===== src/rtl/qdec_pkg.sv =====
// Shared types for the quadrature front end: Gray-coded phase encoding,
// controller states and the forward-step helper used by the decoder.
package qdec_pkg;

    typedef enum logic [1:0] {
        PH0 = 2'b00,
        PH1 = 2'b01,
        PH2 = 2'b11,
        PH3 = 2'b10
    } phase_t;

    typedef enum logic {
        PRIME = 1'b0,
        TRACK = 1'b1
    } qdec_state_t;

    localparam int ERR_CNT_W = 8;

    // Phase that follows ph when the encoder moves one step forward.
    function automatic phase_t phase_fwd(input phase_t ph);
        case (ph)
            PH0:     return PH1;
            PH1:     return PH2;
            PH2:     return PH3;
            default: return PH0;
        endcase
    endfunction

endpackage


===== src/rtl/qdec_filter.sv =====
// One quadrature channel: multi-stage synchroniser followed by a glitch filter
// that only accepts a level held for FILT_LEN consecutive synchronised cycles.
module qdec_filter #(
    parameter int SYNC_STAGES = 2,
    parameter int FILT_LEN    = 4
) (
    input  logic clk,
    input  logic rst,
    input  logic load,
    input  logic d_async,
    output logic d_filt
);

    localparam int CNT_W = (FILT_LEN > 1) ? $clog2(FILT_LEN) : 1;
    localparam logic [CNT_W-1:0] CNT_TC = CNT_W'(FILT_LEN - 1);

    logic [SYNC_STAGES-1:0] sync_q;
    logic [CNT_W-1:0]       cnt_q, cnt_d;
    logic                   filt_q, filt_d;
    logic                   d_sync;

    assign d_sync = sync_q[SYNC_STAGES-1];
    assign d_filt = filt_q;

    // While load is high the filter is bypassed so the decoder can prime itself
    // from whatever level the channel currently sits at.
    always_comb begin
        filt_d = filt_q;
        cnt_d  = '0;
        if (load) begin
            filt_d = d_sync;
        end else if (d_sync != filt_q) begin
            if (cnt_q == CNT_TC) begin
                filt_d = d_sync;
            end else begin
                cnt_d = cnt_q + 1'b1;
            end
        end
    end

    always_ff @(posedge clk or posedge rst) begin
        if (rst) begin
            sync_q <= '0;
            cnt_q  <= '0;
            filt_q <= 1'b0;
        end else begin
            sync_q <= {sync_q[SYNC_STAGES-2:0], d_async};
            cnt_q  <= cnt_d;
            filt_q <= filt_d;
        end
    end

endmodule


===== src/rtl/qdec_inc_dec.sv =====
// Quadrature decoder: filters qa/qb, then turns Gray-code phase steps into
// single-cycle inc/dec pulses and flags/counts illegal double-bit jumps.
module qdec_inc_dec
    import qdec_pkg::*;
#(
    parameter int SYNC_STAGES = 2,
    parameter int FILT_LEN    = 4,
    parameter bit DIR_INV     = 1'b0
) (
    input  logic                 clk,
    input  logic                 rst,
    input  logic                 qa,
    input  logic                 qb,
    input  logic                 en,
    output logic                 inc,
    output logic                 dec,
    output logic                 err,
    output logic [ERR_CNT_W-1:0] err_cnt,
    output logic [1:0]           phase
);

    localparam int PRIME_LEN = SYNC_STAGES + FILT_LEN;
    localparam int TMR_W     = $clog2(PRIME_LEN);
    localparam logic [TMR_W-1:0] TMR_INIT = TMR_W'(PRIME_LEN - 1);

    logic                 a_filt, b_filt, load;
    phase_t               cur_ph, prev_q, prev_d;
    qdec_state_t          state_q, state_d;
    logic [TMR_W-1:0]     tmr_q, tmr_d;
    logic                 inc_q, inc_d, dec_q, dec_d, err_q, err_d;
    logic [ERR_CNT_W-1:0] err_cnt_q, err_cnt_d;
    logic                 fwd, rev;

    assign load = (state_q == PRIME);

    qdec_filter #(.SYNC_STAGES(SYNC_STAGES), .FILT_LEN(FILT_LEN)) u_filt_a (
        .clk(clk), .rst(rst), .load(load), .d_async(qa), .d_filt(a_filt)
    );

    qdec_filter #(.SYNC_STAGES(SYNC_STAGES), .FILT_LEN(FILT_LEN)) u_filt_b (
        .clk(clk), .rst(rst), .load(load), .d_async(qb), .d_filt(b_filt)
    );

    assign cur_ph = phase_t'({a_filt, b_filt});

    // The previous phase follows the filtered phase in every state, so PRIME
    // and en=0 both leave the decoder aligned with no pending step.
    always_comb begin
        state_d   = state_q;
        tmr_d     = tmr_q;
        prev_d    = cur_ph;
        inc_d     = 1'b0;
        dec_d     = 1'b0;
        err_d     = 1'b0;
        err_cnt_d = err_cnt_q;
        fwd       = (cur_ph == phase_fwd(prev_q));
        rev       = (prev_q == phase_fwd(cur_ph));
        case (state_q)
            PRIME: begin
                if (tmr_q == '0) begin
                    state_d = TRACK;
                end else begin
                    tmr_d = tmr_q - 1'b1;
                end
            end
            default: begin
                if (en) begin
                    if ((cur_ph ^ prev_q) == 2'b11) begin
                        err_d = 1'b1;
                        if (err_cnt_q != '1) begin
                            err_cnt_d = err_cnt_q + 1'b1;
                        end
                    end else begin
                        inc_d = DIR_INV ? rev : fwd;
                        dec_d = DIR_INV ? fwd : rev;
                    end
                end
            end
        endcase
    end

    always_ff @(posedge clk or posedge rst) begin
        if (rst) begin
            state_q   <= PRIME;
            tmr_q     <= TMR_INIT;
            prev_q    <= PH0;
            inc_q     <= 1'b0;
            dec_q     <= 1'b0;
            err_q     <= 1'b0;
            err_cnt_q <= '0;
        end else begin
            state_q   <= state_d;
            tmr_q     <= tmr_d;
            prev_q    <= prev_d;
            inc_q     <= inc_d;
            dec_q     <= dec_d;
            err_q     <= err_d;
            err_cnt_q <= err_cnt_d;
        end
    end

    assign inc     = inc_q;
    assign dec     = dec_q;
    assign err     = err_q;
    assign err_cnt = err_cnt_q;
    assign phase   = cur_ph;

endmodule


===== config.mk =====
export PLATFORM = sky130hd
export DESIGN_NAME = qdec_inc_dec
export DESIGN_NICKNAME = d
export VERILOG_FILES = /design/src/rtl/qdec_pkg.sv /design/src/rtl/qdec_filter.sv /design/src/rtl/qdec_inc_dec.sv
export SDC_FILE = /design/constraint.sdc
export NUM_CORES = 1
export LEC_CHECK = 0
export BUFFER_PORTS_ARGS = -buffer_cell sky130_fd_sc_hd__buf_2
export CAP_MARGIN = 20
export CORE_AREA = 5 5 55 57
export DETAILED_ROUTE_END_ITERATION = 10
export DIE_AREA = 0 0 60 62
export PLACE_DENSITY = 0.73
export SYNTH_ARGS = -nofsm -noshare
export SYNTH_HDL_FRONTEND = slang
export SYNTH_SLANG_ARGS = --single-unit

===== constraint.sdc =====
create_clock -name clk -period 2.2 [get_ports clk]
set_clock_uncertainty 0.2 [all_clocks]
set_input_delay 0.44 -clock clk [delete_from_list [all_inputs] [get_ports clk]]
set_output_delay 0.44 -clock clk [all_outputs]
set_load 0.005 [all_outputs]

---- After elaboration in Yosys (flattened, before gate mapping) ----
Index checks and enable logic that the tools add are counted.
Widths: inputs -> output; s select.
storage, ports and cells
  RAM bits ................................ 0
  input bits .............................. 5
  latch bits .............................. 0
  ROM bits ................................ 0
  logic and storage cells ................. 68
  bits in registers ....................... 27
  memories kept ........................... 0
operators by class
  reductions and logical operators ........ 7
  magnitude comparators ................... 0
  multipliers ............................. 0
  bitwise logic cells ..................... 3
  add/subtract/negate cells ............... 4
  shift operators ......................... 0
  div/mod/pow operators ................... 0
  mux-type cells .......................... 25
  equality and inequality tests ........... 16
operator list
  kind                 count
  $mux 1               17
  $mux 2               6
  $pmux 2 s3           2
  $eq 2x2->1 const B   5
  $add 8x1->8 const B  1
  $ne 2x1->1 const B   4
  $ne 8x8->1 const B   1
  $reduce_and 2->1     3
  $add 2x1->2 const B  2
  $eq 2x1->1 const B   2
  $eq 2x2->1           2
  $logic_not 2->1      2
  $reduce_and 4->1     1
  $logic_not 3->1      1
  $sub 3x1->3 const B  1
  $ne 1x1->1           2
  $not 1->1            2
  $xor 2x2->2          1

---- Depth between registers and ports, before layout ----
  word-level depth ........................ 6
  gate-level depth with buffers ........... 7
  depth with buffers taken out ............ 7

---- Cells and area by module ----
From an unflattened synthesis, not the netlist that was laid out.
second synthesis, totals
  cells, all modules ...................... 93
  area, all modules ....................... 1129.8 um^2
by module, submodules not included
  module        seq. area each (um^2)  cells an instance  area an instance (um^2)  instances
  qdec_inc_dec  427.9                  69                 772.0                    1
  qdec_filter   125.1                  12                 178.9                    2

---- Worst setup path after synthesis ----
No wires, ideal clock.
  kind .................................... reg-to-reg
  start point ............................. reg u_filt_a.filt_q, in the netlist u_filt_a.d_filt
  end point ............................... reg err_cnt_q[7], in the netlist err_cnt[7]
  slack ................................... 0.478 ns
  arrival ................................. 1.397 ns
  stages on the path, launching flop included .. 5
  path buffers ............................ 0
  data required time ...................... 1.875 ns
  library setup time ...................... 0.125 ns
  cell sequence ........................... dfrtp_1 xor2_1 nand4_4 nor3_1 mux2_2
between the ends
  cells in the longest elaborated chain, start to end .. 3
RTL lines
  item                        line                text
  start: declaration          qdec_filter.sv:19   logic filt_q, filt_d;
  start signal: assignment    qdec_filter.sv:49   filt_q <= filt_d;
  $xor 2x2->2                 qdec_inc_dec.sv:68  if ((cur_ph ^ prev_q) == 2'b11) begin
  $eq 2x2->1                  qdec_inc_dec.sv:68
  $reduce_and 4->1 (no line)  n/a
  end signal: assignment      qdec_inc_dec.sv:98  err_cnt_q <= err_cnt_d;
  end: declaration            qdec_inc_dec.sv:31  logic [ERR_CNT_W-1:0] err_cnt_q, err_cnt_d;
No other way between the ends.
A chain may end at the register's enable or synchronous reset.

---- Worst setup path after layout ----
  start point ............................. reg u_filt_a.filt_q, in the netlist u_filt_a.d_filt
  end point ............................... reg err_cnt_q[1], in the netlist err_cnt[1]
The elaborated chain is that of the path after synthesis.

==> flow_summary.toml <==
[sta]
hold_viol = 0
fin_crit_sh_pct = 82.5
tightest_slew_ps = 326
finalSetupViolations = 0
relSlewSlack_pct = 78.3
rsz0062_at_grt = "no"
tns_ps = 0
slew_viol_final = 0
finalCriticalPeriod_ps = 1810
max_freq_mhz = 551

[critical_path]
cp_data_arrival_time_ps = 1840
setup.worst_path.class = "flop to flop"
ff2ff_setup_slack_ps = 390
worstSetupStartpointType = "flop"
worstPathMaxFanout = 7
required_ps = 2230
cp-end-kind = "flop"
worstSetupStartpoint = "u_filt_a.d_filt"
r2r-start = "u_filt_a.d_filt"

[clock_network]
clock_sinks = 27
cts_tree = "built"
clk_latency_ps = 320
cts.reportedPaths.clkPinSlew_ps = 140
clk_path_buf_depth = 2
cts_made_buffers = 3
cts_root_buf = "clkbuf_4"
cts_setup_buffers = 0
htreeDepth = 1

[synthesis]
synth.largest_area_cell = "dfrtp_1"
yosysTopAreaCellShare_pct = 54.2
async_reset_ff_share_pct = 100
seq_area_frac_synth_pct = 58.8
synth_cells = 92
ys_top_cells_by_count = "dfrtp_1, nand2_1, inv_1, nor2_1, xor2_1"
ys_seq_elements = 27
synth.area.top_cells = "dfrtp_1, ha_1, xor2_1"
syn_area_per_cell_um2 = 12.5
syn_nets = 102
synth_area_um2 = 1150
synth-main-ff-cell = "dfrtp_1"
synth_edf_count = 0
synth_most_common_cell = "dfrtp_1"
yosysWarnings = 0
ys_types = 24

[drt]
vias = 704
drc_errors = 0
first_pass_iters = 4
avgViaCountPerCell = 4.82
wirelength_um = 1780
drt_iter0_drc = 6
drtAntennaViolNets = 0
wire_per_inst_um = 12.2

[die]
fp.dieH_um = 62
die-area_um2 = 3720
io_pins = 18
die_x_um = 60
rows = 18
core_um2 = 2430
start_util_pct = 47.4

[grt]
grt_max_degree = 28
grt_pass1_wl_um = 3020
grt_overflow_total = 0
grt_pass1_vias = 695
grtUsageTotal_pct = 10.8
antenna_found_initial = 0

[hold_path]
hp-class = "flop to flop"
hold_start = "u_filt_b.sync_q[0]"

[layout]
area_delta_synth_final_pct = 15.5
final_area_um2 = 1330
nets = 127
fillers = 224
final_layout_size_suffix_gt1_share_pct = 26.7
insertedDiodeCount = 0

[placed_design]
port-buffer-count = 17
dp.final_hpwl_um = 1370
dpl_cell_area_um2 = 1280
place_congestion = 0.763

[power_and_ir_drop]
ir_drop_mv = 0.680
p_per_area_nw_per_um2 = 1070
p_leak_nw = 0.653

[outcome]
status = "completed"

[job]
cap_violations = 0
-- flip-flops by register name, indices dropped and copies added (netlist names) --
name             flops
u_filt_b.cnt_q       2
tmr_q                3
inc                  1
u_filt_a.cnt_q       2
u_filt_a.d_filt      1
prev_q               2
err_cnt              8
u_filt_b.sync_q      2
u_filt_a.sync_q      2
state_q              1
dec                  1
err                  1
u_filt_b.d_filt      1
-- final timing paths --
| path | endpoint | depth (start not counted) |
|---|---|---|
| worst max-delay path | err_cnt[1] | 4 |
| worst min-delay path | u_filt_b.sync_q[1] | 0 |
| worst max register to register | err_cnt[1] | 4 |
| worst min register to register | u_filt_b.sync_q[1] | 0 |
| max in group asynchronous | tmr_q[2] | 4 |
| min in group asynchronous | err_cnt[0] | 4 |
-- report_power, final --
group	switching, W	leakage [nW]	internal [W]
combinational	0.000227	0.307	0.000234
sequential	0.000122	0.331	0.000635
clock	0.000138	0.0150	0.0000709
total	0.000487	0.653	0.000940
-- placed cells by master, fill, tap and decap left out --
master         count
mux2_2             4
nand3_1            2
nor3_1             3
buf_4              2
nand2b_1           1
xnor2_1            5
dfstp_2            2
a21oi_1            1
buf_2             17
nor4b_4            1
ha_1               5
and3_1             1
mux2_1             1
nor3b_1            3
nand4_1            1
o21ai_0            2
dfrtp_1           25
clkbuf_1           1
xor2_1             7
nor2b_1            1
nand4_4            1
nor2_1             7
dlygate4sd3_1      3
nand2_1            8
nor4b_2            1
clkbuf_4           3
and2_1             1
inv_1              7
-- area by class of cell --
type	count	area, um^2	share of cell area [%]
flip-flops and latches	27	678	50.9
well taps	30	37.5	2.82
repair buffers	22	130	9.77
clock buffers	4	26.3	1.97
multi-input cells	56	434	32.6
inverters	7	26.3	1.97
-- stage by stage --
stage | total power, W | instances | setup WS (ps) | hold slack (ps) | util [%]
final | 0.00143 | 146 | 386 | 163 | 54.8
after global routing | 0.00154 | 146 | 239 | 175 | 54.8
after CTS | 0.00145 | 144 | 371 | 6.05 | 54.0
after detailed placement | 0.00124 | 139 | 384 | 135 | 52.5
after global placement | 0.00121 | 139 | 420 | 134 | 52.5
after floorplan | 0.00109 | 92 | 478 | 131 | -
-- routing by layer --
metal / up-vias / part of all wire, % / routed length, um / track usage (%)
li1: 348 / - / - / -
met1: 339 / 45 / 806 / 12.7
met2: 13 / 49 / 879 / 18.8
met3: 4 / 3.3 / 59 / 2.07
met4: 0 / 1.7 / 30 / 5.70
met5: - / 0 / 0 / 0
-- logic make-up after synthesis --
family                   after synthesis  synth area share, %
adder cells (fa/ha/maj)                5                 5.42
XOR/XNOR                              12                 9.11
AO/OA/AOI/OAI                          3                 1.30
buffers and inverters                  9                 3.58
AND/OR/NAND/NOR                       31                 16.9
flip-flops                            27                 58.8
multiplexers                           5                 4.88
-- critical path, stage by stage, from the launching register on --
cell and delay [ps]:
dfrtp_1 480, xor2_1 260, nand4_4 190, nor2_1 230, mux2_2 350
-- timing repair --
item,4_1_cts,5_1_grt
hold buffers,1,2
resized for setup,0,0
hold endpoints to repair,25,2
No activity file was read; power rests on OpenSTA's default activity.
